<file path="src/rtl/axi_ic_pkg.sv">
// Shared write-interconnect types: scheduler state encoding and index-width helper.
// Pure definitions; no logic, no latency, no flow control.
package axi_ic_pkg;

    typedef enum logic [1:0] {
        ST_IDLE = 2'd0,
        ST_ADDR = 2'd1,
        ST_DATA = 2'd2,
        ST_RESP = 2'd3
    } wr_state_e;

    function automatic int idx_width(input int n);
        return (n > 1) ? $clog2(n) : 1;
    endfunction

endpackage

</file>
<file path="src/rtl/wr_prio_pick.sv">
// Masked fixed-priority picker (index 0 wins); falls back to the raw request vector when the mask hides all.
// Purely combinational, zero latency; no flow control of its own.
module wr_prio_pick #(
    parameter int N     = 3,
    parameter int IDX_W = 2
) (
    input  logic [N-1:0]     req,
    input  logic [N-1:0]     mask,
    output logic [N-1:0]     onehot,
    output logic [IDX_W-1:0] idx,
    output logic             any
);

    logic [N-1:0] eff;

    always_comb begin
        eff = req & ~mask;
        if (eff == '0) begin
            eff = req;
        end
        onehot = '0;
        idx    = '0;
        // Walk downwards so the lowest set bit is the last one written.
        for (int i = N - 1; i >= 0; i--) begin
            if (eff[i]) begin
                onehot    = '0;
                onehot[i] = 1'b1;
                idx       = IDX_W'(i);
            end
        end
        any = |req;
    end

endmodule

</file>
<file path="src/rtl/axi_wr_burst_scheduler.sv">
// Fixed-priority AW/W/B grant holder with a bounded-starvation mask; 1-cycle request-to-grant, 0-cycle gap on B.
// All outputs registered; the block stalls in each phase until the matching valid&ready handshake.
module axi_wr_burst_scheduler
    import axi_ic_pkg::*;
#(
    parameter int M_NUM        = 3,
    parameter int STARVE_LIMIT = 4,
    parameter int IDX_W        = idx_width(M_NUM)
) (
    input  logic             clk,
    input  logic             rstn,
    input  logic [M_NUM-1:0] s_awvalid,
    input  logic             m_awvalid,
    input  logic             m_awready,
    input  logic             m_wvalid,
    input  logic             m_wready,
    input  logic             m_wlast,
    input  logic             m_bvalid,
    input  logic             m_bready,
    output logic [M_NUM-1:0] grant,
    output logic [IDX_W-1:0] grant_index,
    output logic             grant_valid,
    output logic             aw_en,
    output logic             w_en,
    output logic             b_en
);

    localparam int CNT_W = (STARVE_LIMIT > 0) ? $clog2(STARVE_LIMIT + 1) : 1;
    localparam logic [CNT_W-1:0] LIMIT_C = CNT_W'(STARVE_LIMIT);

    wr_state_e        state_q, state_d;
    logic [M_NUM-1:0] grant_q, grant_d;
    logic [IDX_W-1:0] grant_index_q, grant_index_d;
    logic             grant_valid_q, grant_valid_d;
    logic             aw_en_q, aw_en_d;
    logic             w_en_q, w_en_d;
    logic             b_en_q, b_en_d;
    logic [CNT_W-1:0] win_cnt_q, win_cnt_d;
    logic [IDX_W-1:0] last_idx_q, last_idx_d;
    logic [M_NUM-1:0] mask_q, mask_d;

    logic [M_NUM-1:0] pick_onehot;
    logic [IDX_W-1:0] pick_idx;
    logic             pick_any;
    logic             contended;
    logic             do_arb;

    wr_prio_pick #(
        .N     (M_NUM),
        .IDX_W (IDX_W)
    ) u_pick (
        .req    (s_awvalid),
        .mask   (mask_q),
        .onehot (pick_onehot),
        .idx    (pick_idx),
        .any    (pick_any)
    );

    // More than one bit set: clearing the lowest set bit leaves something behind.
    assign contended = |(s_awvalid & (s_awvalid - M_NUM'(1)));

    always_comb begin
        state_d       = state_q;
        grant_d       = grant_q;
        grant_index_d = grant_index_q;
        win_cnt_d     = win_cnt_q;
        last_idx_d    = last_idx_q;
        mask_d        = mask_q;
        do_arb        = 1'b0;

        case (state_q)
            ST_IDLE: begin
                do_arb = pick_any;
            end
            ST_ADDR: begin
                if (m_awvalid && m_awready) begin
                    state_d = ST_DATA;
                end
            end
            ST_DATA: begin
                if (m_wvalid && m_wready && m_wlast) begin
                    state_d = ST_RESP;
                end
            end
            ST_RESP: begin
                if (m_bvalid && m_bready) begin
                    if (pick_any) begin
                        do_arb = 1'b1;
                    end else begin
                        state_d       = ST_IDLE;
                        grant_d       = '0;
                        grant_index_d = '0;
                    end
                end
            end
            default: begin
                state_d = ST_IDLE;
            end
        endcase

        if (do_arb) begin
            state_d       = ST_ADDR;
            grant_d       = pick_onehot;
            grant_index_d = pick_idx;
            last_idx_d    = pick_idx;
            if (!contended) begin
                win_cnt_d = '0;
            end else if (pick_idx != last_idx_q) begin
                win_cnt_d = CNT_W'(1);
            end else if (win_cnt_q < LIMIT_C) begin
                win_cnt_d = win_cnt_q + CNT_W'(1);
            end
            // The mask lives for exactly one arbitration: every arbitration either re-arms or clears it.
            mask_d = ((STARVE_LIMIT != 0) && contended && (win_cnt_d == LIMIT_C)) ? pick_onehot : '0;
        end

        grant_valid_d = (state_d != ST_IDLE);
        aw_en_d       = (state_d == ST_ADDR);
        w_en_d        = (state_d == ST_DATA);
        b_en_d        = (state_d == ST_RESP);
    end

    always_ff @(posedge clk or negedge rstn) begin
        if (!rstn) begin
            state_q       <= ST_IDLE;
            grant_q       <= '0;
            grant_index_q <= '0;
            grant_valid_q <= 1'b0;
            aw_en_q       <= 1'b0;
            w_en_q        <= 1'b0;
            b_en_q        <= 1'b0;
            win_cnt_q     <= '0;
            last_idx_q    <= '0;
            mask_q        <= '0;
        end else begin
            state_q       <= state_d;
            grant_q       <= grant_d;
            grant_index_q <= grant_index_d;
            grant_valid_q <= grant_valid_d;
            aw_en_q       <= aw_en_d;
            w_en_q        <= w_en_d;
            b_en_q        <= b_en_d;
            win_cnt_q     <= win_cnt_d;
            last_idx_q    <= last_idx_d;
            mask_q        <= mask_d;
        end
    end

    assign grant       = grant_q;
    assign grant_index = grant_index_q;
    assign grant_valid = grant_valid_q;
    assign aw_en       = aw_en_q;
    assign w_en        = w_en_q;
    assign b_en        = b_en_q;

    a_one_phase: assert property (@(posedge clk) disable iff (!rstn)
        $onehot0({aw_en_q, w_en_q, b_en_q}));

    a_grant_shape: assert property (@(posedge clk) disable iff (!rstn)
        grant_valid_q ? $onehot(grant_q) : (grant_q == '0));

endmodule

</file>
<file path="config.mk">
export PLATFORM = sky130hd
export DESIGN_NAME = axi_wr_burst_scheduler
export DESIGN_NICKNAME = d
export VERILOG_FILES = /design/src/rtl/axi_ic_pkg.sv /design/src/rtl/wr_prio_pick.sv /design/src/rtl/axi_wr_burst_scheduler.sv
export SDC_FILE = /design/constraint.sdc
export NUM_CORES = 1
export LEC_CHECK = 0
export ABC_CLOCK_PERIOD_IN_PS = 2730
export CELL_PAD_IN_SITES_DETAIL_PLACEMENT = 0
export CELL_PAD_IN_SITES_GLOBAL_PLACEMENT = 1
export CORE_MARGIN = 4
export CORE_UTILIZATION = 50
export CTS_BUF_LIST = sky130_fd_sc_hd__clkbuf_4
export CTS_CLUSTER_DIAMETER = 80
export DETAILED_ROUTE_END_ITERATION = 12
export DONT_BUFFER_PORTS = 1
export PLACE_DENSITY = 0.93
export SLEW_MARGIN = 25
export SYNTH_ARGS = -nofsm -noshare
export SYNTH_HDL_FRONTEND = slang
export SYNTH_HIERARCHICAL = 1
export SYNTH_SLANG_ARGS = --single-unit
</file>
<file path="constraint.sdc">
create_clock -name clk -period 2.73 [get_ports clk]
set_input_delay 0.4095 -clock clk [delete_from_list [all_inputs] [get_ports clk]]
set_output_delay 0.4095 -clock clk [all_outputs]
set_load 0.01 [all_outputs]
</file>
; Word-level counts from Yosys, hierarchy flattened
; Cells that the tools add are included.
; W data, S select, Z words.
[totals]
ff_bits = 19
elab_cells = 67
[op_classes]
addsub = 2
order_cmp = 1
n_eq_ne = 9
mux = 29
n_bitwise = 3
n_reduce_logical = 13
[ops]
columns = operator, n
row1 = $mux W3, 13
row2 = $mux W2, 12
row3 = $eq A2 B2 Y1 const B, 4
row4 = $and A3 B3 Y3, 2
row5 = $pmux W2 S3, 1
row6 = $reduce_bool A2 Y1, 3
row7 = $reduce_or A3 Y1, 2
row8 = $logic_and A1 B1 Y1, 5
row9 = $eq A2 B1 Y1 const B, 2
row10 = $add A3 B1 Y3 const B, 1
row11 = $eq A3 B3 Y1 const B, 1
row12 = $logic_not A3 Y1, 1
row13 = $lt A3 B3 Y1 const B, 1
row14 = $not A3 Y3, 1
row15 = $reduce_and A3 Y1, 1
row16 = $sub A3 B1 Y3 const B, 1
row17 = $logic_not A2 Y1, 1
row18 = $mux W1, 2
row19 = $ne A2 B1 Y1 const B, 1
row20 = $ne A2 B2 Y1, 1
row21 = $pmux W1 S2, 1

; Longest topological paths before layout
[logic_depth]
word_depth = 14
mapped_depth = 7
ltp_nobuf = 7

; By module
; The synthesis kept the hierarchy.
[modules_own_cells]
columns = mod, instances, cells_each, area_each_um2, seq_area_each_um2
row1 = axi_wr_burst_scheduler, 1, 100, 1002.2, 475.5
row2 = wr_prio_pick, 1, 14, 85.1, 0.0

; Worst setup path before layout
; No wires, ideal clock.
[synth_timing]
path_type = input to register
startpoint = in s_awvalid[0]
endpoint = reg grant_valid_q, in the netlist grant_valid
arrival_ps = 1713
path_slack_ps = 886
cell_stages = 5
path_cell_list = or3_1 > nand3b_4 > a2111oi_4 > a21oi_1 > or3_1
[synth_via]
elab_chain_len = 6
[synth_rtl]
columns = element, line
row1 = "start, declared", axi_wr_burst_scheduler.sv:12  ; input logic [M_NUM-1:0] s_awvalid,
row2 = $reduce_or A3 Y1 (*), wr_prio_pick.sv:31  ; any = |req;
row3 = $mux W2 / $mux W1 (equally long branches), axi_wr_burst_scheduler.sv:87  ; if (pick_any) begin
row4 = $mux W2 / $mux W1 (equally long branches), axi_wr_burst_scheduler.sv:86  ; if (m_bvalid && m_bready) begin
row5 = $pmux W2 S3 / $pmux W1 S2 (equally long branches), axi_wr_burst_scheduler.sv:71  ; case (state_q)
row6 = $mux W2 (*), axi_wr_burst_scheduler.sv:101  ; if (do_arb) begin
row7 = $reduce_bool A2 Y1 (*), axi_wr_burst_scheduler.sv:117  ; grant_valid_d = (state_d != ST_IDLE);
row8 = net grant_valid_d, axi_wr_burst_scheduler.sv:34  ; logic grant_valid_q, grant_valid_d;
row9 = "end signal, assigned", axi_wr_burst_scheduler.sv:139  ; grant_valid_q <= grant_valid_d;
row10 = "end, declared", axi_wr_burst_scheduler.sv:34
; The timed path passes the listed nets; every way through them passes the cells marked *.
; A chain may end at the register's enable or synchronous reset.

; Final worst setup path
[layout_timing]
startpoint = reg state_q[0]
endpoint = reg mask_q[1]
[layout_via]
elab_chain_len = 2
[layout_rtl]
columns = element, line
row1 = "start, declared", axi_wr_burst_scheduler.sv:31  ; wr_state_e state_q, state_d;
row2 = "start signal, assigned", axi_wr_burst_scheduler.sv:136  ; state_q <= state_d;
row3 = $eq A2 B2 Y1 / $logic_not A2 Y1 (equally long branches), axi_wr_burst_scheduler.sv:71
row4 = $pmux W1 S2 (*), axi_wr_burst_scheduler.sv:71
row5 = "end signal, assigned", axi_wr_burst_scheduler.sv:145  ; mask_q <= mask_d;
row6 = "end, declared", axi_wr_burst_scheduler.sv:40  ; logic [M_NUM-1:0] mask_q, mask_d;
; Mark *: on every way between the ends. The rest lies on a longest branch, timed or not.

==> metrics.txt <==
commonest non-fill, non-tap cells in the layout=sky130_fd_sc_hd__nand2_1, sky130_fd_sc_hd__dfrtp_1, sky130_fd_sc_hd__a21oi_1; library cells used by synthesis=36; crit end category=flop; most common library cell in the layout ignoring fill and taps=sky130_fd_sc_hd__nand2_1; instance count along the most critical hold path=3; Clock H-tree levels=1; number of synthesized register bits=19; capture point of the worst reg-to-reg path=mask_q[1]; YS warnings=6; Sinks on Clock Net=19; cell-by-cell listing of the critical path=inv_1, ha_1, nor3b_1, buf_4, nand2_1, o21ai_1; RSZ-0062 raised after global routing=false; worst slew slack as a fraction of its limit=0.447; class of the tightest hold or removal check=in -> reg; fin crit period=1970 ps; Antenna Diode Count=0; I/O pin total=21; P_int=0.693 mW; aggregate global routing overflow=0; portion of netlist area occupied by mux cells=0; ys async rst share=1.00; quantity of I/O buffers inserted on ports=0; layout cells sized above 1=0.0862; fraction of the core area covered by cells at the end of the flow=0.563; fraction of power spent switching nets=0.419; HPWL reported at the end of detailed placement=1.58 mm; initial antenna violation count=0; placed cells=138; source of the worst register-to-register timing path=state_q[0]; Area growth, synth to finish=4.60%; Clk Latency, worst-skew pair=290 ps; part of the power in combinational logic=0.459; top metal layer carrying routed signals=met4; post-route standard cell area excluding fillers=0.00114 mm²; Total Die Area=0.00298 mm²; initial drt markers=24; CTS tree=built; total routed wire length on the met1 layer=979 µm; synthesized-area fraction occupied by adder cells=0.0783; logic depth of the worst register-to-register path=6; Initial DRT Pass Iterations=4; Worst Hold Path EP=grant[0]; largest net degree at the start of global routing=20; required time at the endpoint of the critical path=approximately 3000 ps; ratio of routed vias to standard cells=5.47; aggregate global-route resource usage=0.155; Die Span Y=roughly 55 µm; biggest fanout along the worst timing path=7; number of enable-type register cells in the synthesized netlist=0; average routed wire per standard cell=14.0 µm; combinational family with the most area after synthesis=simple AND/OR/NAND/NOR gates; cell count after synthesis=114; clock transition time at the flip-flop clock pins of the worst setup and hold paths=110 ps; Post-CTS Setup Bufs=0; Post-Route Hold Slack=398 ps; Data arrival, critical path=2190 ps; portion of the post-synthesis area used by sequential elements=0.437; Antenna Nets Post-Route=0; final standard cell count with taps included and fillers excluded=143; routed vias=782; gate family responsible for the most delay along the worst path=simple AND/OR/NAND/NOR gates; total of endpoints with negative setup slack in the final report=0; length of routed met3 wiring=72 µm; root buffer selected by CTS=sky130_fd_sc_hd__clkbuf_4; Net count, final=135; post-route fraction of the period consumed by the critical path=0.722; Initial Utilization=0.538; first-pass GRT wire length=3.32 mm; cell leakage power=0.532 nW; result of the run=finished clean; worst-case register-to-register setup slack=760 ps; CP max stage delay=about 600 ps; Die Width=~55 µm; power spent charging and discharging nets=0.500 mW; count of final max-slew check failures=0; hold wc startpoint=s_awvalid[0]; sequential share of power=0.413; simple-gate portion of the synthesized area=0.231; worst-case clock skew=~1.7 ps; Max-Cap Viols=0; area after detailed placement=0.00110 mm²; dominant synthesized flop cell=sky130_fd_sc_hd__dfrtp_1; final-layout setup total negative slack=0 ps; smallest setup slack after layout=760 ps; final estimated routing congestion in global placement=0.727; type of the worst setup path=reg -> reg; post-detailed-route DRC marker count=0; final routed wirelength across all metal layers=2.01 mm; total of fill cells in the finished design=between 150 and 200; Setup Slack @ Placement=755 ps; Pwr Total=1.19 mW; placeable core region=0.00202 mm²; f_max=~510 MHz; Hold Fails Final Rpt=0; clk buf depth=2; kind of start point of the critical path=flop; actual transition at the worst max-transition pin=around 830 ps; CP max stage cell=sky130_fd_sc_hd__nor3b_1; buffers plus inverters on the worst setup path=2; worst vdd ir=between 400 and 500 µV; met2 wirelength from detailed routing=936 µm; mean instance size in the synthesized netlist=9.54 µm²; vias in the first global route=approximately 800; Synthesized Nets=approximately 130; number of buffers added by the clock tree synthesis step=3; compound-gate portion of the synthesized area=0.188; Worst setup startpoint=state_q[0]; power density cells=1050 mW/mm²; Cell Area, Synth=0.00109 mm²; part of the power in the clock network=0.128; xor-xnor portion of the synthesized cell area=0.0161; FP Rows=16
[logic make-up after synthesis]
family | Yosys count
buffers and inverters | 10
XOR/XNOR | 2
AND/OR/NAND/NOR | 47
flip-flops | 19
adder cells (fa/ha/maj) | 7
AO/OA/AOI/OAI | 29
[power by group through the flow]
stage	logic, mW	registers, mW	clock network [mW]
3_5_place_dp	0.540	0.499	0
6_report	0.548	0.492	0.152
4_1_cts	0.548	0.493	0.151
2_1_floorplan	0.461	0.480	0
3_3_place_gp	0.523	0.495	0
5_1_grt	0.619	0.506	0.166
[sequential cells by signal, summed over array words and instances, names as in the netlist]
name         cells
grant            3
mask_q           3
win_cnt_q        3
grant_index      2
last_idx_q       2
state_q          2
aw_en            1
b_en             1
grant_valid      1
w_en             1
[cell usage after synthesis (2+ instances only)]
| master | instances | share of area |
|---|---|---|
| sky130_fd_sc_hd__nand2_1 | 24 | 0.083 |
| sky130_fd_sc_hd__dfrtp_1 | 19 | 0.44 |
| sky130_fd_sc_hd__a21oi_1 | 7 | 0.032 |
| sky130_fd_sc_hd__ha_1 | 6 | 0.069 |
| sky130_fd_sc_hd__inv_1 | 6 | 0.021 |
| sky130_fd_sc_hd__nor2_1 | 5 | 0.017 |
| sky130_fd_sc_hd__o21ai_0 | 5 | 0.023 |
| sky130_fd_sc_hd__nor3b_1 | 3 | 0.021 |
| sky130_fd_sc_hd__o21ai_1 | 3 | 0.014 |
| sky130_fd_sc_hd__a21o_1 | 2 | 0.014 |
| sky130_fd_sc_hd__a31oi_1 | 2 | 0.012 |
| sky130_fd_sc_hd__and3_1 | 2 | 0.012 |
| sky130_fd_sc_hd__buf_4 | 2 | 0.014 |
| sky130_fd_sc_hd__nand2b_1 | 2 | 0.012 |
| sky130_fd_sc_hd__nand4b_1 | 2 | 0.016 |
| sky130_fd_sc_hd__o21a_1 | 2 | 0.014 |
| sky130_fd_sc_hd__or3_1 | 2 | 0.012 |
| sky130_fd_sc_hd__xnor2_1 | 2 | 0.016 |
[tightest hold or removal path: cells and delay by family]
family | cells | cell delay, ps
simple gates | 2 | 130
compound gates | 1 | 120
[final cells by class]
class                      count  area (µm²)  area share
inverter                       6        22.5      0.0198
timing repair buffer           2        17.5      0.0154
multi-input combinational     85         558       0.491
clock buffer                   4        30.0      0.0264
tap                           27        33.8      0.0297
sequential                    19         475       0.418
[per-layer routing]
| metal | vias to the layer above | track usage |
|---|---|---|
| li1 | 400 | - |
| met1 | 371 | 0.196 |
| met3 | 2 | 0.0245 |
| met4 | 0 | 0.0747 |
| met5 | - | 0 |
| met2 | 9 | 0.254 |
[worst max path at each step]
stage                     slack [ps]  depth (start not counted)           to
after floorplan                  890                          5  grant_valid
after global placement           770                          5  grant_valid
after detailed placement         760                          5  grant_valid
after CTS                        750                          6    mask_q[1]
after global routing             510                          6    mask_q[1]
final                            760                          6    mask_q[1]
[timing repair]
item	4_1_cts	5_1_grt
gates resized for setup	0	0
hold buffers	1	0
endpoints found under the hold margin	19	0
Note: power is estimated with default switching activity, not from simulation.
